File: src/rtl/dsel_lfsr_pkg.sv
`default_nettype none
// +----------------------------------------------------------------------+
// | dsel_lfsr_pkg : shared types and the single LFSR mixer step function |
// | Rev 1.0                                                              |
// +----------------------------------------------------------------------+
package dsel_lfsr_pkg;

  typedef logic [63:0] dsel_state_t;
  typedef logic [6:0]  dsel_sym_t;

  typedef enum logic [1:0] {
    IDLE = 2'd0,
    RUN  = 2'd1,
    ERR  = 2'd2
  } dsel_fsm_t;

  localparam int unsigned SYM_W   = 7;
  localparam int unsigned STATE_W = 64;

  // Seven Fibonacci shifts (taps 64,63,61,60), with sym[i] folded into the
  // i-th shifted-in bit. Taps sit above bit 58, so the symbol never reaches
  // the feedback and lands bit-reversed in state[6:0].
  function automatic dsel_state_t dsel_step(input dsel_state_t state,
                                            input dsel_sym_t   sym);
    dsel_state_t s;
    logic        fb;
    s = state;
    for (int i = 0; i < SYM_W; i++) begin
      fb = s[63] ^ s[62] ^ s[60] ^ s[59] ^ sym[i];
      s  = {s[62:0], fb};
    end
    return s;
  endfunction

endpackage
`default_nettype wire

File: src/rtl/dsel_lfsr_decoder_if.sv
`default_nettype none
// +----------------------------------------------------------------------+
// | dsel_lfsr_decoder_if : word input, symbol output and status bundle    |
// | Rev 1.0                                                              |
// +----------------------------------------------------------------------+
interface dsel_lfsr_decoder_if #(
  parameter int ERRW = 8
);
  logic        write;
  logic [63:0] initialData;
  logic        pushin;
  logic [63:0] word_in;
  logic        stopin;
  logic        pushout;
  logic [6:0]  dataout;
  logic        mismatch;
  logic        stopout;
  logic        desync;
  logic [15:0] sym_count;
  logic [ERRW-1:0] err_count;

  modport slave (
    input  write, initialData, pushin, word_in, stopout,
    output stopin, pushout, dataout, mismatch, desync, sym_count, err_count
  );

  modport master (
    output write, initialData, pushin, word_in, stopout,
    input  stopin, pushout, dataout, mismatch, desync, sym_count, err_count
  );
endinterface
`default_nettype wire

File: src/rtl/dsel_out_fifo.sv
`default_nettype none
// +----------------------------------------------------------------------+
// | dsel_out_fifo : register FIFO with synchronous flush, full/empty      |
// | Rev 1.0                                                              |
// +----------------------------------------------------------------------+
module dsel_out_fifo #(
  parameter int DEPTH = 2,
  parameter int WIDTH = 8
) (
  input  wire logic             clk,
  input  wire logic             reset,
  input  wire logic             flush_i,
  input  wire logic             push_i,
  input  wire logic [WIDTH-1:0] din_i,
  input  wire logic             pop_i,
  output logic      [WIDTH-1:0] dout_o,
  output logic                  full_o,
  output logic                  empty_o
);

  localparam int AW = $clog2(DEPTH);

  logic [WIDTH-1:0] mem_q [DEPTH];
  logic [AW:0]      wr_q;
  logic [AW:0]      rd_q;
  logic             do_push;
  logic             do_pop;

  // Extra pointer bit tells full from empty when the indices coincide.
  assign empty_o = (wr_q == rd_q);
  assign full_o  = (wr_q[AW] != rd_q[AW]) && (wr_q[AW-1:0] == rd_q[AW-1:0]);
  assign do_push = push_i && !full_o;
  assign do_pop  = pop_i && !empty_o;
  assign dout_o  = mem_q[rd_q[AW-1:0]];

  always_ff @(posedge clk) begin
    if (reset) begin
      wr_q <= '0;
      rd_q <= '0;
      for (int i = 0; i < DEPTH; i++) begin
        mem_q[i] <= '0;
      end
    end else if (flush_i) begin
      wr_q <= '0;
      rd_q <= '0;
    end else begin
      if (do_push) begin
        mem_q[wr_q[AW-1:0]] <= din_i;
        wr_q                <= wr_q + 1'b1;
      end
      if (do_pop) begin
        rd_q <= rd_q + 1'b1;
      end
    end
  end

endmodule
`default_nettype wire

File: src/rtl/dsel_lfsr_decoder.sv
`default_nettype none
// +----------------------------------------------------------------------+
// | dsel_lfsr_decoder : recovers 7-bit symbols from mixer states, checks  |
// | each state against one legal step. Rev 1.0                           |
// +----------------------------------------------------------------------+
module dsel_lfsr_decoder
  import dsel_lfsr_pkg::*;
#(
  parameter int DEPTH = 2,
  parameter int ERRW  = 8
) (
  input  wire logic        clk,
  input  wire logic        reset,
  dsel_lfsr_decoder_if.slave bus
);

  dsel_state_t     state_q;
  dsel_fsm_t       fsm_q;
  logic [15:0]     sym_count_q;
  logic [15:0]     sym_count_d;
  logic [ERRW-1:0] err_count_q;
  logic [ERRW-1:0] err_count_d;

  dsel_state_t     exp_state;
  dsel_sym_t       sym;
  logic            mis;
  logic            accept;
  logic            pop;
  logic            fifo_full;
  logic            fifo_empty;
  logic [7:0]      fifo_dout;

  assign bus.stopin = (fsm_q == IDLE) || fifo_full;
  assign accept     = bus.pushin && !bus.stopin && !bus.write;
  assign pop        = !fifo_empty && !bus.stopout;

  // Legal word = zero-symbol step with the symbol XORed into bits 6:0.
  always_comb begin
    exp_state = dsel_step(state_q, '0);
    sym       = '0;
    for (int i = 0; i < SYM_W; i++) begin
      sym[i] = bus.word_in[6-i] ^ exp_state[6-i];
    end
    mis = (bus.word_in[63:7] != exp_state[63:7]);
  end

  assign sym_count_d = sym_count_q + 16'd1;
  assign err_count_d = (&err_count_q) ? err_count_q : err_count_q + 1'b1;

  always_ff @(posedge clk) begin
    if (reset) begin
      state_q     <= '0;
      fsm_q       <= IDLE;
      sym_count_q <= '0;
      err_count_q <= '0;
    end else if (bus.write) begin
      state_q     <= bus.initialData;
      fsm_q       <= RUN;
      sym_count_q <= '0;
      err_count_q <= '0;
    end else if (accept) begin
      // A bad word is still adopted so decoding resynchronises on the next one.
      state_q     <= bus.word_in;
      sym_count_q <= sym_count_d;
      if (mis) begin
        err_count_q <= err_count_d;
        fsm_q       <= ERR;
      end
    end
  end

  dsel_out_fifo #(
    .DEPTH (DEPTH),
    .WIDTH (8)
  ) u_fifo (
    .clk     (clk),
    .reset   (reset),
    .flush_i (bus.write),
    .push_i  (accept),
    .din_i   ({mis, sym}),
    .pop_i   (pop),
    .dout_o  (fifo_dout),
    .full_o  (fifo_full),
    .empty_o (fifo_empty)
  );

  assign bus.pushout   = !fifo_empty;
  assign bus.dataout   = fifo_empty ? 7'd0 : fifo_dout[6:0];
  assign bus.mismatch  = !fifo_empty && fifo_dout[7];
  assign bus.desync    = (fsm_q == ERR);
  assign bus.sym_count = sym_count_q;
  assign bus.err_count = err_count_q;

endmodule
`default_nettype wire

File: src/flat_wrapper.sv
// flat-port wrapper written by rule: the top's interface ports become plain ports
module dsel_lfsr_decoder_flat import dsel_lfsr_pkg::*;
#(
  parameter int DEPTH = 2,
  parameter int ERRW  = 8
)
  (clk, reset, bus_write, bus_initialData, bus_pushin, bus_word_in, bus_stopout, bus_stopin, bus_pushout, bus_dataout, bus_mismatch, bus_desync, bus_sym_count, bus_err_count);
  dsel_lfsr_decoder_if #(.ERRW(ERRW)) bus_i ();
  input  wire logic clk;
  input  wire logic reset;
  input wire logic [$bits(bus_i.write)-1:0] bus_write;
  input wire logic [$bits(bus_i.initialData)-1:0] bus_initialData;
  input wire logic [$bits(bus_i.pushin)-1:0] bus_pushin;
  input wire logic [$bits(bus_i.word_in)-1:0] bus_word_in;
  input wire logic [$bits(bus_i.stopout)-1:0] bus_stopout;
  output wire logic [$bits(bus_i.stopin)-1:0] bus_stopin;
  output wire logic [$bits(bus_i.pushout)-1:0] bus_pushout;
  output wire logic [$bits(bus_i.dataout)-1:0] bus_dataout;
  output wire logic [$bits(bus_i.mismatch)-1:0] bus_mismatch;
  output wire logic [$bits(bus_i.desync)-1:0] bus_desync;
  output wire logic [$bits(bus_i.sym_count)-1:0] bus_sym_count;
  output wire logic [$bits(bus_i.err_count)-1:0] bus_err_count;
  assign bus_i.write = bus_write;
  assign bus_i.initialData = bus_initialData;
  assign bus_i.pushin = bus_pushin;
  assign bus_i.word_in = bus_word_in;
  assign bus_i.stopout = bus_stopout;
  assign bus_stopin = bus_i.stopin;
  assign bus_pushout = bus_i.pushout;
  assign bus_dataout = bus_i.dataout;
  assign bus_mismatch = bus_i.mismatch;
  assign bus_desync = bus_i.desync;
  assign bus_sym_count = bus_i.sym_count;
  assign bus_err_count = bus_i.err_count;
  dsel_lfsr_decoder #(.DEPTH(DEPTH), .ERRW(ERRW)) u_core (.clk(clk), .reset(reset), .bus(bus_i));
endmodule
File: config.mk
export PLATFORM = sky130hd
export DESIGN_NAME = dsel_lfsr_decoder_flat
export DESIGN_NICKNAME = d
export VERILOG_FILES = /design/src/rtl/dsel_lfsr_pkg.sv /design/src/rtl/dsel_lfsr_decoder_if.sv /design/src/rtl/dsel_out_fifo.sv /design/src/rtl/dsel_lfsr_decoder.sv /design/src/flat_wrapper.sv
export SDC_FILE = /design/constraint.sdc
export NUM_CORES = 1
export LEC_CHECK = 0
export CAP_MARGIN = 20
export CORE_MARGIN = 5
export CORE_UTILIZATION = 46
export DETAILED_ROUTE_END_ITERATION = 10
export PLACE_DENSITY_LB_ADDON = 0.15
export SLEW_MARGIN = 10
export SYNTH_ARGS = -nofsm -noshare
export SYNTH_HDL_FRONTEND = slang
export SYNTH_SLANG_ARGS = --single-unit
File: constraint.sdc
create_clock -name clk -period 4.1 [get_ports clk]
set_clock_uncertainty 0.05 [all_clocks]
set_input_delay 0.82 -clock clk [delete_from_list [all_inputs] [get_ports clk]]
set_output_delay 0.82 -clock clk [all_outputs]
set_load 0.01 [all_outputs]
==> flow_summary.toml, run 1 <==
[global_route]
grt_overflow = 0
grt_pass1_vias = 5001
antenna_found_initial = 0
use_met2_pct = 35.4
grt-busiest-layer = "met2"
grt_pass1_wl_um = 25600
gr-usage-met3_pct = 4.32
gr-usage-met1_pct = 28.5
track_usage_pct = 22.3
grt_max_degree = 80

[layout]
drive_gt1_share_pct = 3.56
area_growth_pct = 36.0
n_fill_cell = 1075
seq_area_um2 = 2380
final_core_utilization_pct = 63.0
multi_input_area_um2 = 3210
diodes = 0
fin_nets = 945

[die]
die_h_um = 122
core-area_um2 = 12500
io-pin-count = 168
start_util_pct = 46.3
fp.dieW_um = 122
die_area_um2 = 14900
fp-row-count = 41

[drt]
firstDrtPassIters = 4
vias = 5086
route.detailed.drc = 0
vias_per_cell = 5.15
ant_nets = 0
routedWlPerCell_um = 16.7
drt_iter0_markers = 316
totalWireLength_um = 16500

[logic_synthesis]
async_reset_ff_share_pct = 0
synth_warnings = 0
synthSimpleGateAreaFrac_pct = 19.4
synthAdderAreaFrac_pct = 0.434
yosys.area.top_type = "dfxtp_1"
yosysTopAreaCellShare_pct = 33.0
yosys_most_used_dff = "dfxtp_1"
synth-seq-cells = 111
synth_top_family_by_area = "simple AND/OR/NAND/NOR gates"
syn_nets = 801
muxShareOfSynthArea_pct = 12.8
synth_enable_flop_cells = 16
yosysSeqAreaShare_pct = 41.3
syn_inst = 666
synth-compound-area-share_pct = 8.11
avgSynthCellArea_um2 = 8.66
yosysUniqueCellTypes = 41
synthXorXnorAreaFrac_pct = 14.9
netlist_area_um2 = 5770
synth_area_leaders = "dfxtp_1, mux2i_1, xnor2_1"

[worst_setup_path]
end_kind = "output port"
cpMaxStageDelayCell = "nor2b_1"
critPathTopFamily = "simple AND/OR/NAND/NOR gates"
crit_fanout = 10
crit_chain = "xnor2_1, nor2b_1, nor2_1, clkdlybuf4s50_1"
cp-start-kind = "register"
max_stage_delay_ns = 0.54
cp.buffers_inverters = 1
critical_path_class = "register to output port"
arrival_ns = 2.13
required_ns = 3.23
cp.depth = 4
rr_worst_depth = 7

[min_path]
whs_path_depth = 1
hp-class = "register to register"

[cts]
tritoncts = "built"
post_cts_buffers = 0
postCtsHoldBufs = 0
ctsResizeCount = 0
cts.sinks = 111
htreeDepth = 3
clk_pin_slew_worst_paths_ns = 0.07
ctsRootBufferMaster = "clkbuf_16"
cts_buffer_depth = 2
cts_buffers = 9
clock_latency_ns = 0.36

[timing]
min_period_ns = 3.00
finalSetupTns_ns = 0
setup_viol = 0
rsz0062_at_grt = "false"
maxSlewViolCount = 0
slew_headroom_pct = 39.6
final-hold-violation-count = 0
max_freq_mhz = 334
worst_pin_slew_ns = 0.903
period_share_pct = 73.1

[run]
maxCapViolCount = 0

[pwr]
power_density_nw_per_um2 = 333
vdd_ir_drop_max_mv = 0.187
p_leak_nw = 3.12

[place]
hpwl_um = 12700
gp_congestion = 0.859
numPortBuffers = 167

[outcome]
status = "finished clean"
[area by class of cell]
class / count / share of cell area [%]
sequential: 111 / 30.4
clock buffer: 9 / 2.87
timing repair buffer: 172 / 21.8
tap: 172 / 2.74
inverter: 4 / 0.191
multi-input combinational: 512 / 40.9
clock inverter: 7 / 1.12
[cells by family (layout without fill, tap and decap cells)]
logic type      after synthesis  in the layout
xor+xnor                     97             97
flops                       111            111
simple gates                253            253
fa+ha+maj                     2              2
mux                          74             74
compound gates               86             86
buf+inv                      43            192
[layout by cell type (no fill, tap or decap), drive strengths merged, types with 15 or more instances in the layout]
master	n
dfxtp	95
nand2	15
xnor2	79
clkdlybuf4s50	165
a21oi	69
nor2	175
xor2	18
mux2i	74
edfxtp	16
nand4	18
[sequential cells by signal, indices dropped and copies added, names as in the netlist, named ones only]
signal,flops
u_core.state_q,64
u_core.bus.sym_count,16
u_core.u_fifo.mem_q,16
u_core.bus.err_count,8
u_core.fsm_q,2
u_core.u_fifo.rd_q,2
u_core.u_fifo.wr_q,2
[where the power goes]
| group | internal, mW | leakage [nW] | switching (mW) |
|---|---|---|---|
| combinational | 0.260 | 2.02 | 0.221 |
| clock | 0.532 | 0.155 | 0.407 |
| sequential | 1.15 | 0.944 | 0.0383 |
[worst paths after layout]
| path | startpoint | to | slack (ns) |
|---|---|---|---|
| setup / recovery | u_core.u_fifo.rd_q[1]$_SDFFE_PP0P_ | bus_dataout[5] | 1.10 |
| hold / removal | u_core.fsm_q[1]$_SDFFE_PP0P_ | u_core.fsm_q[1]$_SDFFE_PP0P_ | 0.43 |
| setup reg to reg | u_core.u_fifo.wr_q[0]$_SDFFE_PP0P_ | u_core.bus.sym_count[12]$_SDFFE_PP0N_ | 1.57 |
| hold reg to reg | u_core.fsm_q[1]$_SDFFE_PP0P_ | u_core.fsm_q[1]$_SDFFE_PP0P_ | 0.43 |
[cell usage after synthesis, types with 2 or more instances]
cell type / n
buf_2: 9
o21a_1: 2
edfxtp_1: 16
xnor2_1: 79
mux2i_1: 74
inv_1: 4
nor4_1: 5
nor2b_1: 2
a21oi_1: 69
clkbuf_1: 26
nand3_1: 11
or3_1: 7
nor3_1: 5
nand2_1: 15
and4_1: 2
nor2_1: 175
and3_1: 4
nand4_1: 17
o211ai_1: 2
xor2_1: 17
ha_1: 2
or2_2: 2
nand2b_1: 2
buf_1: 3
dfxtp_1: 95
o21ai_0: 6
[worst register-to-register path: cells and delay by family, from the launching register on]
family	cells	cell delay, ns
flip-flops	1	0.45
XOR/XNOR	2	0.39
AND/OR/NAND/NOR	3	0.76
AO/OA/AOI/OAI	1	0.40
buffers and inverters	1	0.35
[through the flow]
stage	instances	hold WS [ns]	setup WS, ns	power (mW)	cell area, um^2
floorplan	666	0.397	1.53	1.47	5770
global placement	971	0.410	1.03	1.69	7530
detailed placement	971	0.419	0.957	1.70	7530
CTS	987	0.437	1.05	2.62	7850
global route	987	0.462	0.913	2.71	7850
finish	987	0.433	1.10	2.61	7850
[routing by layer]
layer / wire length (um) / vias to the layer above / share of wire (%)
met3: 903 / 39 / 5.5
met1: 7300 / 2336 / 44
met5: 0 / - / 0
met4: 694 / 0 / 4.2
met2: 7630 / 160 / 46
li1: - / 2551 / -
Note: power is estimated with default switching activity, not from simulation.
==> run 2, diff against run 1 <==
- CORE_UTILIZATION: 46 -> 43
- clock period: 4.1 -> 2.5 ns (I/O delays scaled with it)
==> flow_summary.toml, run 2 (synthesis gave the netlist of run 1 again) <==
[drt]
firstDrtPassIters = 4
vias = 5134
ant_nets = 0
drt_iter0_markers = 226
routedWlPerCell_um = 16.8
route.detailed.drc = 0
totalWireLength_um = 16900
vias_per_cell = 5.10

[worst_setup_path]
end_kind = "output port"
crit_fanout = 5
required_ns = 1.95
arrival_ns = 1.82
cpMaxStageDelayCell = "clkdlybuf4s50_1"
cp-start-kind = "register"
crit_chain = "xnor2_2, nor2b_4, nor2_1, clkdlybuf4s50_1"
critical_path_class = "register to output port"
max_stage_delay_ns = 0.48

[outcome]
status = "finished clean"

[cts]
tritoncts = "built"
clk_pin_slew_worst_paths_ns = 0.07
post_cts_buffers = 0
cts_buffer_depth = 2
ctsRootBufferMaster = "clkbuf_16"
htreeDepth = 3
clock_latency_ns = 0.35
postCtsHoldBufs = 0
cts_buffers = 9
cts.sinks = 111

[die]
die_h_um = 126
fp.dieW_um = 126
fp-row-count = 42
die_area_um2 = 15800
core-area_um2 = 13200
io-pin-count = 168
start_util_pct = 43.7

[timing]
slew_headroom_pct = 61.5
min_period_ns = 2.37
worst_pin_slew_ns = 0.577
maxSlewViolCount = 0
setup_ws_ns = 0.134
setup_viol = 0
rsz0062_at_grt = "false"
max_freq_mhz = 423
final-hold-violation-count = 0
period_share_pct = 94.6

[layout]
seq_area_um2 = 2380
diodes = 0
top_register = "u_core.state_q"
drive_gt1_share_pct = 5.30
area_growth_pct = 38.6
fin_area_um2 = 8000
largest_reg_flops = 64
mostFrequentLayoutCell = "nor2_1"
mostFrequentLayoutCells = "nor2_1, clkdlybuf4s50_1, dfxtp_1, xnor2_1, mux2i_1"
n_fill_cell = 1163
multi_input_area_um2 = 3250
fin_nets = 960

[place]
place_area_um2 = 7670
place_ws_ns = -0.202
hpwl_um = 12900
gp_congestion = 0.827
numPortBuffers = 167

[pwr]
power_frac_seq_pct = 46.6
clockPowerShare_pct = 34.0
p_comb_share_pct = 19.3
power_density_nw_per_um2 = 524
p_switching_mw = 1.08
p_int_mw = 3.11
vdd_ir_drop_max_mv = 0.311
totalPowerFinal_mw = 4.19
swShare_pct = 25.7
p_leak_nw = 3.21

[global_route]
antenna_found_initial = 0
track_usage_pct = 20.8
grt_pass1_vias = 5202
grt_max_degree = 134
grt_overflow = 0
grt_pass1_wl_um = 26400

[min_path]
hp-class = "register to register"

[run]
maxCapViolCount = 0
==> run 2: cell types whose count changed in the layout (fill, tap and decap cells not counted), moves of 2 or more <==
cell,previous run,this run
nor2b_4,0,2
clkinv_2,4,1
buf_4,5,17
dfxtp_2,0,2
buf_12,1,3
clkbuf_1,0,4
dfxtp_1,95,93
==> run 2: repair_timing <==
item,4_1_cts,5_1_grt
resized for setup,2,5
setup endpoints to repair,9,9
gates cloned,0,1
==> run 2: path summary, 6_finish.rpt <==
| check | end | cells past startpoint | slack (ns) | start |
|---|---|---|---|---|
| setup / recovery | bus_dataout[0] | 4 | 0.13 | u_core.u_fifo.rd_q[1]$_SDFFE_PP0P_ |
| hold / removal | u_core.fsm_q[1]$_SDFFE_PP0P_ | 1 | 0.44 | u_core.fsm_q[1]$_SDFFE_PP0P_ |
| setup reg to reg | u_core.u_fifo.mem_q[1][0]$_SDFFCE_PN0P_ | 7 | 0.33 | u_core.u_fifo.rd_q[0]$_SDFFE_PP0P_ |
| hold reg to reg | u_core.fsm_q[1]$_SDFFE_PP0P_ | 1 | 0.44 | u_core.fsm_q[1]$_SDFFE_PP0P_ |
==> run 2: power by group through the flow <==
stage,registers [mW],logic [mW],clock network [mW]
floorplan,1.97,0.445,0
global placement,1.99,0.796,0
detailed placement,1.99,0.805,0
CTS,1.95,0.812,1.44
global route,1.96,0.881,1.52
finish,1.95,0.809,1.42
==> run 2: final cells by class <==
type,instances,area share [%]
multi-input cells,513,40.6
clock buffers,13,3.00
clock inverters,3,0.548
well taps,176,2.75
repair buffers,186,23.1
inverters,4,0.188
flip-flops and latches,111,29.8
==> run 2: critical path, delay by kind of cell (launching register included) <==
family / cells / cell delay (ns)
buffers and inverters: 1 / 0.48
XOR/XNOR: 1 / 0.29
AND/OR/NAND/NOR: 2 / 0.34
flip-flops: 1 / 0.35
==> run 2: metal layers <==
| layer | GRT usage [%] | up-vias | part of all wire, % |
|---|---|---|---|
| met5 | 0 | - | 0 |
| met2 | 35.7 | 152 | 48 |
| li1 | - | 2572 | - |
| met4 | 8.14 | 0 | 2.7 |
| met1 | 25.8 | 2381 | 44 |
| met3 | 3.81 | 29 | 5.3 |
==> run 2: stage by stage <==
| step | instances | hold slack [ns] | TNS (ns) | util (%) |
|---|---|---|---|---|
| floorplan | 666 | 0.397 | 0 | - |
| finish | 1006 | 0.443 | 0 | 60.6 |
| global placement | 989 | 0.410 | -1.28 | 58.1 |
| global route | 1006 | 0.481 | 0 | 60.6 |
| CTS | 1005 | 0.441 | 0 | 60.4 |
| detailed placement | 989 | 0.424 | -1.65 | 58.1 |
